==> src/rtl/icache.sv <==
`default_nettype none
// ============================================================================
// Module      : icache
// Description : Direct-mapped, read-only instruction cache. Hits answer in one
//               cycle from line storage; misses refill a whole line word by
//               word from the memory controller and then answer as a hit.
// Revision    : 1.0 - initial release
// ============================================================================
module icache #(
    parameter int INDEX_WIDTH = 4,
    parameter int LINE_WIDTH  = 2,
    parameter int TAG_WIDTH   = 32 - INDEX_WIDTH - LINE_WIDTH - 2
) (
    input  logic        clk_in,
    input  logic        rst_in,
    input  logic        rdy_in,
    input  logic        icache_query_en,
    input  logic [31:0] icache_query_pc,
    output logic        icache_data_en,
    output logic [31:0] icache_data,
    output logic        mem_query_en,
    output logic [31:0] mem_query_addr,
    input  logic        mem_data_en,
    input  logic [31:0] mem_data
);

    localparam int LINES   = 1 << INDEX_WIDTH;
    localparam int WORDS   = 1 << LINE_WIDTH;
    localparam int IDX_LSB = LINE_WIDTH + 2;
    localparam int TAG_LSB = INDEX_WIDTH + LINE_WIDTH + 2;
    localparam logic [LINE_WIDTH-1:0] LAST_WORD = '1;

    typedef enum logic [1:0] {
        S_IDLE      = 2'd0,
        S_RESPOND   = 2'd1,
        S_MISS_REQ  = 2'd2,
        S_MISS_WAIT = 2'd3
    } state_t;

    // Line storage
    logic [LINES-1:0]     valid_q;
    logic [TAG_WIDTH-1:0] line_tag_q  [LINES];
    logic [31:0]          line_data_q [LINES*WORDS];

    // Control registers
    state_t                state_q,    state_d;
    logic [31:0]           req_pc_q,   req_pc_d;
    logic [LINE_WIDTH-1:0] cnt_q,      cnt_d;
    logic                  data_en_q,  data_en_d;
    logic [31:0]           rdata_q,    rdata_d;
    logic                  mem_en_q,   mem_en_d;
    logic [31:0]           mem_addr_q, mem_addr_d;

    // Storage update strobes from the FSM
    logic w_fill_wr;
    logic w_fill_last;
    logic w_line_inval;

    // Address fields of the incoming query and of the latched request
    logic [LINE_WIDTH-1:0]  w_q_off;
    logic [INDEX_WIDTH-1:0] w_q_idx;
    logic [TAG_WIDTH-1:0]   w_q_tag;
    logic [INDEX_WIDTH-1:0] w_r_idx;
    logic [TAG_WIDTH-1:0]   w_r_tag;
    logic                   w_hit;
    logic                   w_unused;

    assign w_q_off  = icache_query_pc[IDX_LSB-1:2];
    assign w_q_idx  = icache_query_pc[TAG_LSB-1:IDX_LSB];
    assign w_q_tag  = icache_query_pc[31:TAG_LSB];
    assign w_r_idx  = req_pc_q[TAG_LSB-1:IDX_LSB];
    assign w_r_tag  = req_pc_q[31:TAG_LSB];
    assign w_hit    = valid_q[w_q_idx] && (line_tag_q[w_q_idx] == w_q_tag);
    assign w_unused = ^{icache_query_pc[1:0], req_pc_q[IDX_LSB-1:0]};

    assign icache_data_en = data_en_q;
    assign icache_data    = rdata_q;
    assign mem_query_en   = mem_en_q;
    assign mem_query_addr = mem_addr_q;

    // Next-state and output decode for the lookup/refill sequencer
    always_comb begin
        state_d      = state_q;
        req_pc_d     = req_pc_q;
        cnt_d        = cnt_q;
        data_en_d    = data_en_q;
        rdata_d      = rdata_q;
        mem_en_d     = mem_en_q;
        mem_addr_d   = mem_addr_q;
        w_fill_wr    = 1'b0;
        w_fill_last  = 1'b0;
        w_line_inval = 1'b0;
        case (state_q)
            S_IDLE: begin
                if (icache_query_en) begin
                    req_pc_d = icache_query_pc;
                    if (w_hit) begin
                        rdata_d   = line_data_q[{w_q_idx, w_q_off}];
                        data_en_d = 1'b1;
                        state_d   = S_RESPOND;
                    end else begin
                        // The victim line goes invalid now so an aborted
                        // refill can never leave a half-written line valid.
                        w_line_inval = 1'b1;
                        cnt_d        = '0;
                        state_d      = S_MISS_REQ;
                    end
                end
            end
            S_RESPOND: begin
                // Fetcher drops query_en on this edge; ignoring it here
                // guarantees a single pulse per query.
                data_en_d = 1'b0;
                state_d   = S_IDLE;
            end
            S_MISS_REQ: begin
                mem_en_d   = 1'b1;
                mem_addr_d = {req_pc_q[31:IDX_LSB], cnt_q, 2'b00};
                state_d    = S_MISS_WAIT;
            end
            S_MISS_WAIT: begin
                if (mem_data_en) begin
                    w_fill_wr = 1'b1;
                    mem_en_d  = 1'b0;
                    if (cnt_q == LAST_WORD) begin
                        w_fill_last = 1'b1;
                        state_d     = S_IDLE;
                    end else begin
                        cnt_d   = cnt_q + LINE_WIDTH'(1);
                        state_d = S_MISS_REQ;
                    end
                end
            end
            default: state_d = S_IDLE;
        endcase
    end

    // Control register update; rdy_in low freezes everything
    always_ff @(posedge clk_in) begin
        if (rst_in) begin
            state_q    <= S_IDLE;
            req_pc_q   <= '0;
            cnt_q      <= '0;
            data_en_q  <= 1'b0;
            rdata_q    <= '0;
            mem_en_q   <= 1'b0;
            mem_addr_q <= '0;
        end else if (rdy_in) begin
            state_q    <= state_d;
            req_pc_q   <= req_pc_d;
            cnt_q      <= cnt_d;
            data_en_q  <= data_en_d;
            rdata_q    <= rdata_d;
            mem_en_q   <= mem_en_d;
            mem_addr_q <= mem_addr_d;
        end
    end

    // Valid bits: cleared on miss start, set once the last refill word lands
    always_ff @(posedge clk_in) begin
        if (rst_in) begin
            valid_q <= '0;
        end else if (rdy_in) begin
            if (w_line_inval) begin
                valid_q[w_q_idx] <= 1'b0;
            end
            if (w_fill_last) begin
                valid_q[w_r_idx] <= 1'b1;
            end
        end
    end

    // Tag and word storage written by the refill
    always_ff @(posedge clk_in) begin
        if (!rst_in && rdy_in) begin
            if (w_fill_wr) begin
                line_data_q[{w_r_idx, cnt_q}] <= mem_data;
            end
            if (w_fill_last) begin
                line_tag_q[w_r_idx] <= w_r_tag;
            end
        end
    end

endmodule
`default_nettype wire

==> config.mk <==
export PLATFORM = sky130hd
export DESIGN_NAME = icache
export DESIGN_NICKNAME = d
export VERILOG_FILES = /design/src/rtl/icache.sv
export SDC_FILE = /design/constraint.sdc
export NUM_CORES = 2
export LEC_CHECK = 0
export BUFFER_PORTS_ARGS = -buffer_cell sky130_fd_sc_hd__buf_2
export CAP_MARGIN = 20
export CORE_UTILIZATION = 35
export CTS_BUF_LIST = sky130_fd_sc_hd__clkbuf_8 sky130_fd_sc_hd__clkbuf_16
export CTS_CLUSTER_SIZE = 24
export DETAILED_ROUTE_END_ITERATION = 6
export PLACE_DENSITY_LB_ADDON = 0.08
export SLEW_MARGIN = 20
export SYNTH_ARGS = -nofsm -noshare
export SYNTH_HDL_FRONTEND = slang
export SYNTH_SLANG_ARGS = --single-unit
==> constraint.sdc <==
create_clock -name clk_in -period 8.41 [get_ports clk_in]
set_input_delay 1.2615 -clock clk_in [delete_from_list [all_inputs] [get_ports clk_in]]
set_output_delay 1.2615 -clock clk_in [all_outputs]
set_load 0.05 [all_outputs]
==> impl_metrics.json <==
{
  "status": "finished clean",
  "synth_top_area_cell": "edfxtp_1",
  "drive_above_1_share_pct": 30.8,
  "powerDensity_nw_per_um2": 240,
  "hpwl_um": 160000,
  "p_leak_uw": 0.0353,
  "max_cap_viol_count": 0,
  "cp.depth": 11,
  "reg2reg_slack_ps": 3540,
  "hold_end": "mem_query_addr[28]",
  "insertion_delay_ps": 910,
  "critPathCaptureType": "flip-flop",
  "crit_type": "primary input to flip-flop",
  "cts_htree_levels": 5,
  "period_share_pct": 66.6,
  "hold_violations": 0,
  "ys_types": 69,
  "grt_pass1_wl_um": 403000,
  "total_power_uw": 27100,
  "synth_flop_cell": "edfxtp_1",
  "min_path_type": "flip-flop to flip-flop",
  "reg2reg_to": "line_data_q[62][25]",
  "postCtsHoldBufs": 0,
  "fp.coreArea_um2": 276000,
  "synth-seq-cells": 2544,
  "synthXorXnorAreaFrac_pct": 0.234,
  "dpl_cell_area_um2": 104000,
  "via_count": 46300,
  "grt_antenna_before_repair": 26,
  "drtAntennaViolNets": 0,
  "fin_skew_ps": 52.5,
  "cp.required_ps": 9150,
  "ys_warn_count": 0,
  "dieArea_um2": 280000,
  "synthTopCellsByArea": "edfxtp_1 (75%), mux4_2 (17%), dfxtp_1 (2.3%)",
  "synth-async-reset-ratio_pct": 0,
  "timing.slew.headroom_pct": 19.0,
  "cts_tree": "yes",
  "wl_um": 295000,
  "fp-row-count": 193,
  "grt_max_degree": 112,
  "avgSynthCellArea_um2": 22.8,
  "tns_ps": 0,
  "place_ws_ps": 1710,
  "synth_top_family_by_area": "multiplexers",
  "worstRegToRegCells": 5,
  "syn-cell-area_um2": 97300,
  "ctsRootBufferMaster": "clkbuf_16",
  "synthMuxAreaShare_pct": 18.2,
  "ir_drop_mv": 0.150,
  "syn2layout_area_growth_pct": 15.8,
  "worst-endpoint-arrival_ps": 6340,
  "synth_edf_count": 2432,
  "setup_slack_ps": 2810,
  "drc_errors": 0,
  "synth.top_cell.area_share_pct": 75.1,
  "crit_chain": "buf_8, buf_4, mux4_2, mux4_2, xnor2_1, nand2b_1, nor4_4, nand4_4, buf_4, mux2i_1, nor2_1",
  "fin_crit_ps": 5600,
  "cts_buffer_depth": 4,
  "die_w_um": 529,
  "place.gp.congestion": 0.747,
  "hold_depth": 2,
  "portBuffers": 130,
  "cp_max_fo": 54,
  "cpPeakStageDelay_ps": 820,
  "synth_common_cells": "edfxtp_1 (2432), mux4_2 (726), nand2_1 (168)",
  "setup_viol": 0,
  "cts_resized": 0,
  "nNetsFinal": 4669,
  "wl_per_cell_um": 34.6,
  "maxSlewViolCount": 0,
  "synth_compound_area_share_pct": 1.32,
  "cp-start-kind": "primary input",
  "cp_slowest_cell": "nand4_4",
  "initial_core_util_pct": 35.2,
  "rsz0062_at_grt": "false",
  "first_global_vias": 47400,
  "ys_seq_area_share_pct": 77.4,
  "grt_overflow": 0,
  "synth-simple-area-share_pct": 1.77,
  "cts.sinks": 2544,
  "r2r-start": "state_q[0]",
  "dr.pass1.iters": 7,
  "clk_pin_slew_ps": 60,
  "syn-instance-count": 4268,
  "drt_iter0_drc": 4898,
  "fmax_ghz": 0.179,
  "finalInstanceArea_um2": 113000,
  "crit_family": "buffers and inverters",
  "fin_util_pct": 40.7,
  "die_y_um": 529,
  "yosys.area_share.adder_pct": 0.0129,
  "cts_made_buffers": 289,
  "post_cts_buffers": 0,
  "grt_usage_pct": 21.0,
  "ios": 135,
  "min_from": "mem_query_addr[28]",
  "avgViaCountPerCell": 5.43,
  "yosysMostFrequentCell": "edfxtp_1",
  "crit_buf_inv": 3,
  "tightest_slew_ps": 1200
}
-- sequential cells by signal, indices dropped and copies added, names as in the netlist --
| signal | flops |
|---|---|
| mem_query_addr | 30 |
| icache_data | 32 |
| icache_data_en | 1 |
| req_pc_q | 28 |
| mem_query_en | 1 |
| line_tag_q | 384 |
| valid_q | 16 |
| cnt_q | 2 |
| line_data_q | 2048 |
| state_q | 2 |
-- layout make-up --
class | instances | area [µm²]
Fill cell | 24200 | 164000
Tap cell | 3705 | 4640
Clock buffer | 315 | 7660
Sequential cell | 2544 | 75300
Multi-Input combinational cell | 1482 | 21600
Clock inverter | 196 | 1380
Timing Repair Buffer | 272 | 2050
Inverter | 10 | 40.0
Antenna cell | 2 | 5.00
-- worst max-delay path by stage --
stage	startpoint	to	slack [ps]
final	icache_query_pc[5]	icache_data[0]	2810
after global routing	icache_query_pc[5]	icache_data[23]	2490
after CTS	icache_query_pc[5]	icache_data[0]	2680
after detailed placement	icache_query_pc[5]	icache_data[4]	1710
after global placement	icache_query_pc[5]	icache_data[7]	1770
after floorplan	icache_query_pc[4]	icache_data[10]	4170
-- cells in the final DEF, fill, tap and decap left out, types with 9 or more instances in the layout --
cell type and n:
dfxtp_1 112, nor2_1 60, clkbuf_8 20, a21oi_1 71, nand3_1 31, clkinv_2 30
clkbuf_16 295, inv_1 93, buf_2 107, mux4_2 726, o21ai_0 18, bufinv_16 11
buf_4 141, clkinv_1 46, nand2_1 168, a22oi_1 23, edfxtp_1 2432, o211ai_1 9
buf_12 16, nor2_4 80, xnor2_1 20, mux2i_1 130
-- where the power goes --
group          internal, µW  switching, µW
Combinational           450            668
Sequential            13900           35.2
Clock                  6900           5160
-- stage by stage --
stage	hold slack [ps]	instances
2_1_floorplan	444	4269
3_3_place_gp	439	8003
3_5_place_dp	444	8010
4_1_cts	452	8521
5_1_grt	467	8526
6_report	449	8526
-- metal layers --
layer	routed length (µm)	vias to the layer above	GRT usage [%]	share of wire, %
met5	10	-	0	0.0034
met2	144000	1377	34.6	49
li1	-	18800	-	-
met4	5370	2	4.49	1.8
met1	130000	25800	29.6	44
met3	15200	340	3.03	5.1
-- cells by family after synthesis --
logic type / after synthesis
AO/OA/AOI/OAI: 191
XOR/XNOR: 26
adder cells (fa/ha/maj): 1
buffers and inverters: 243
flip-flops: 2544
multiplexers: 864
other: 1
AND/OR/NAND/NOR: 398
-- worst min-delay path: stages (launching register included) --
cell and delay (ps):
dfxtp_1 300, nand2_1 50, a21oi_1 50
(Power assumes the default switching activity.)
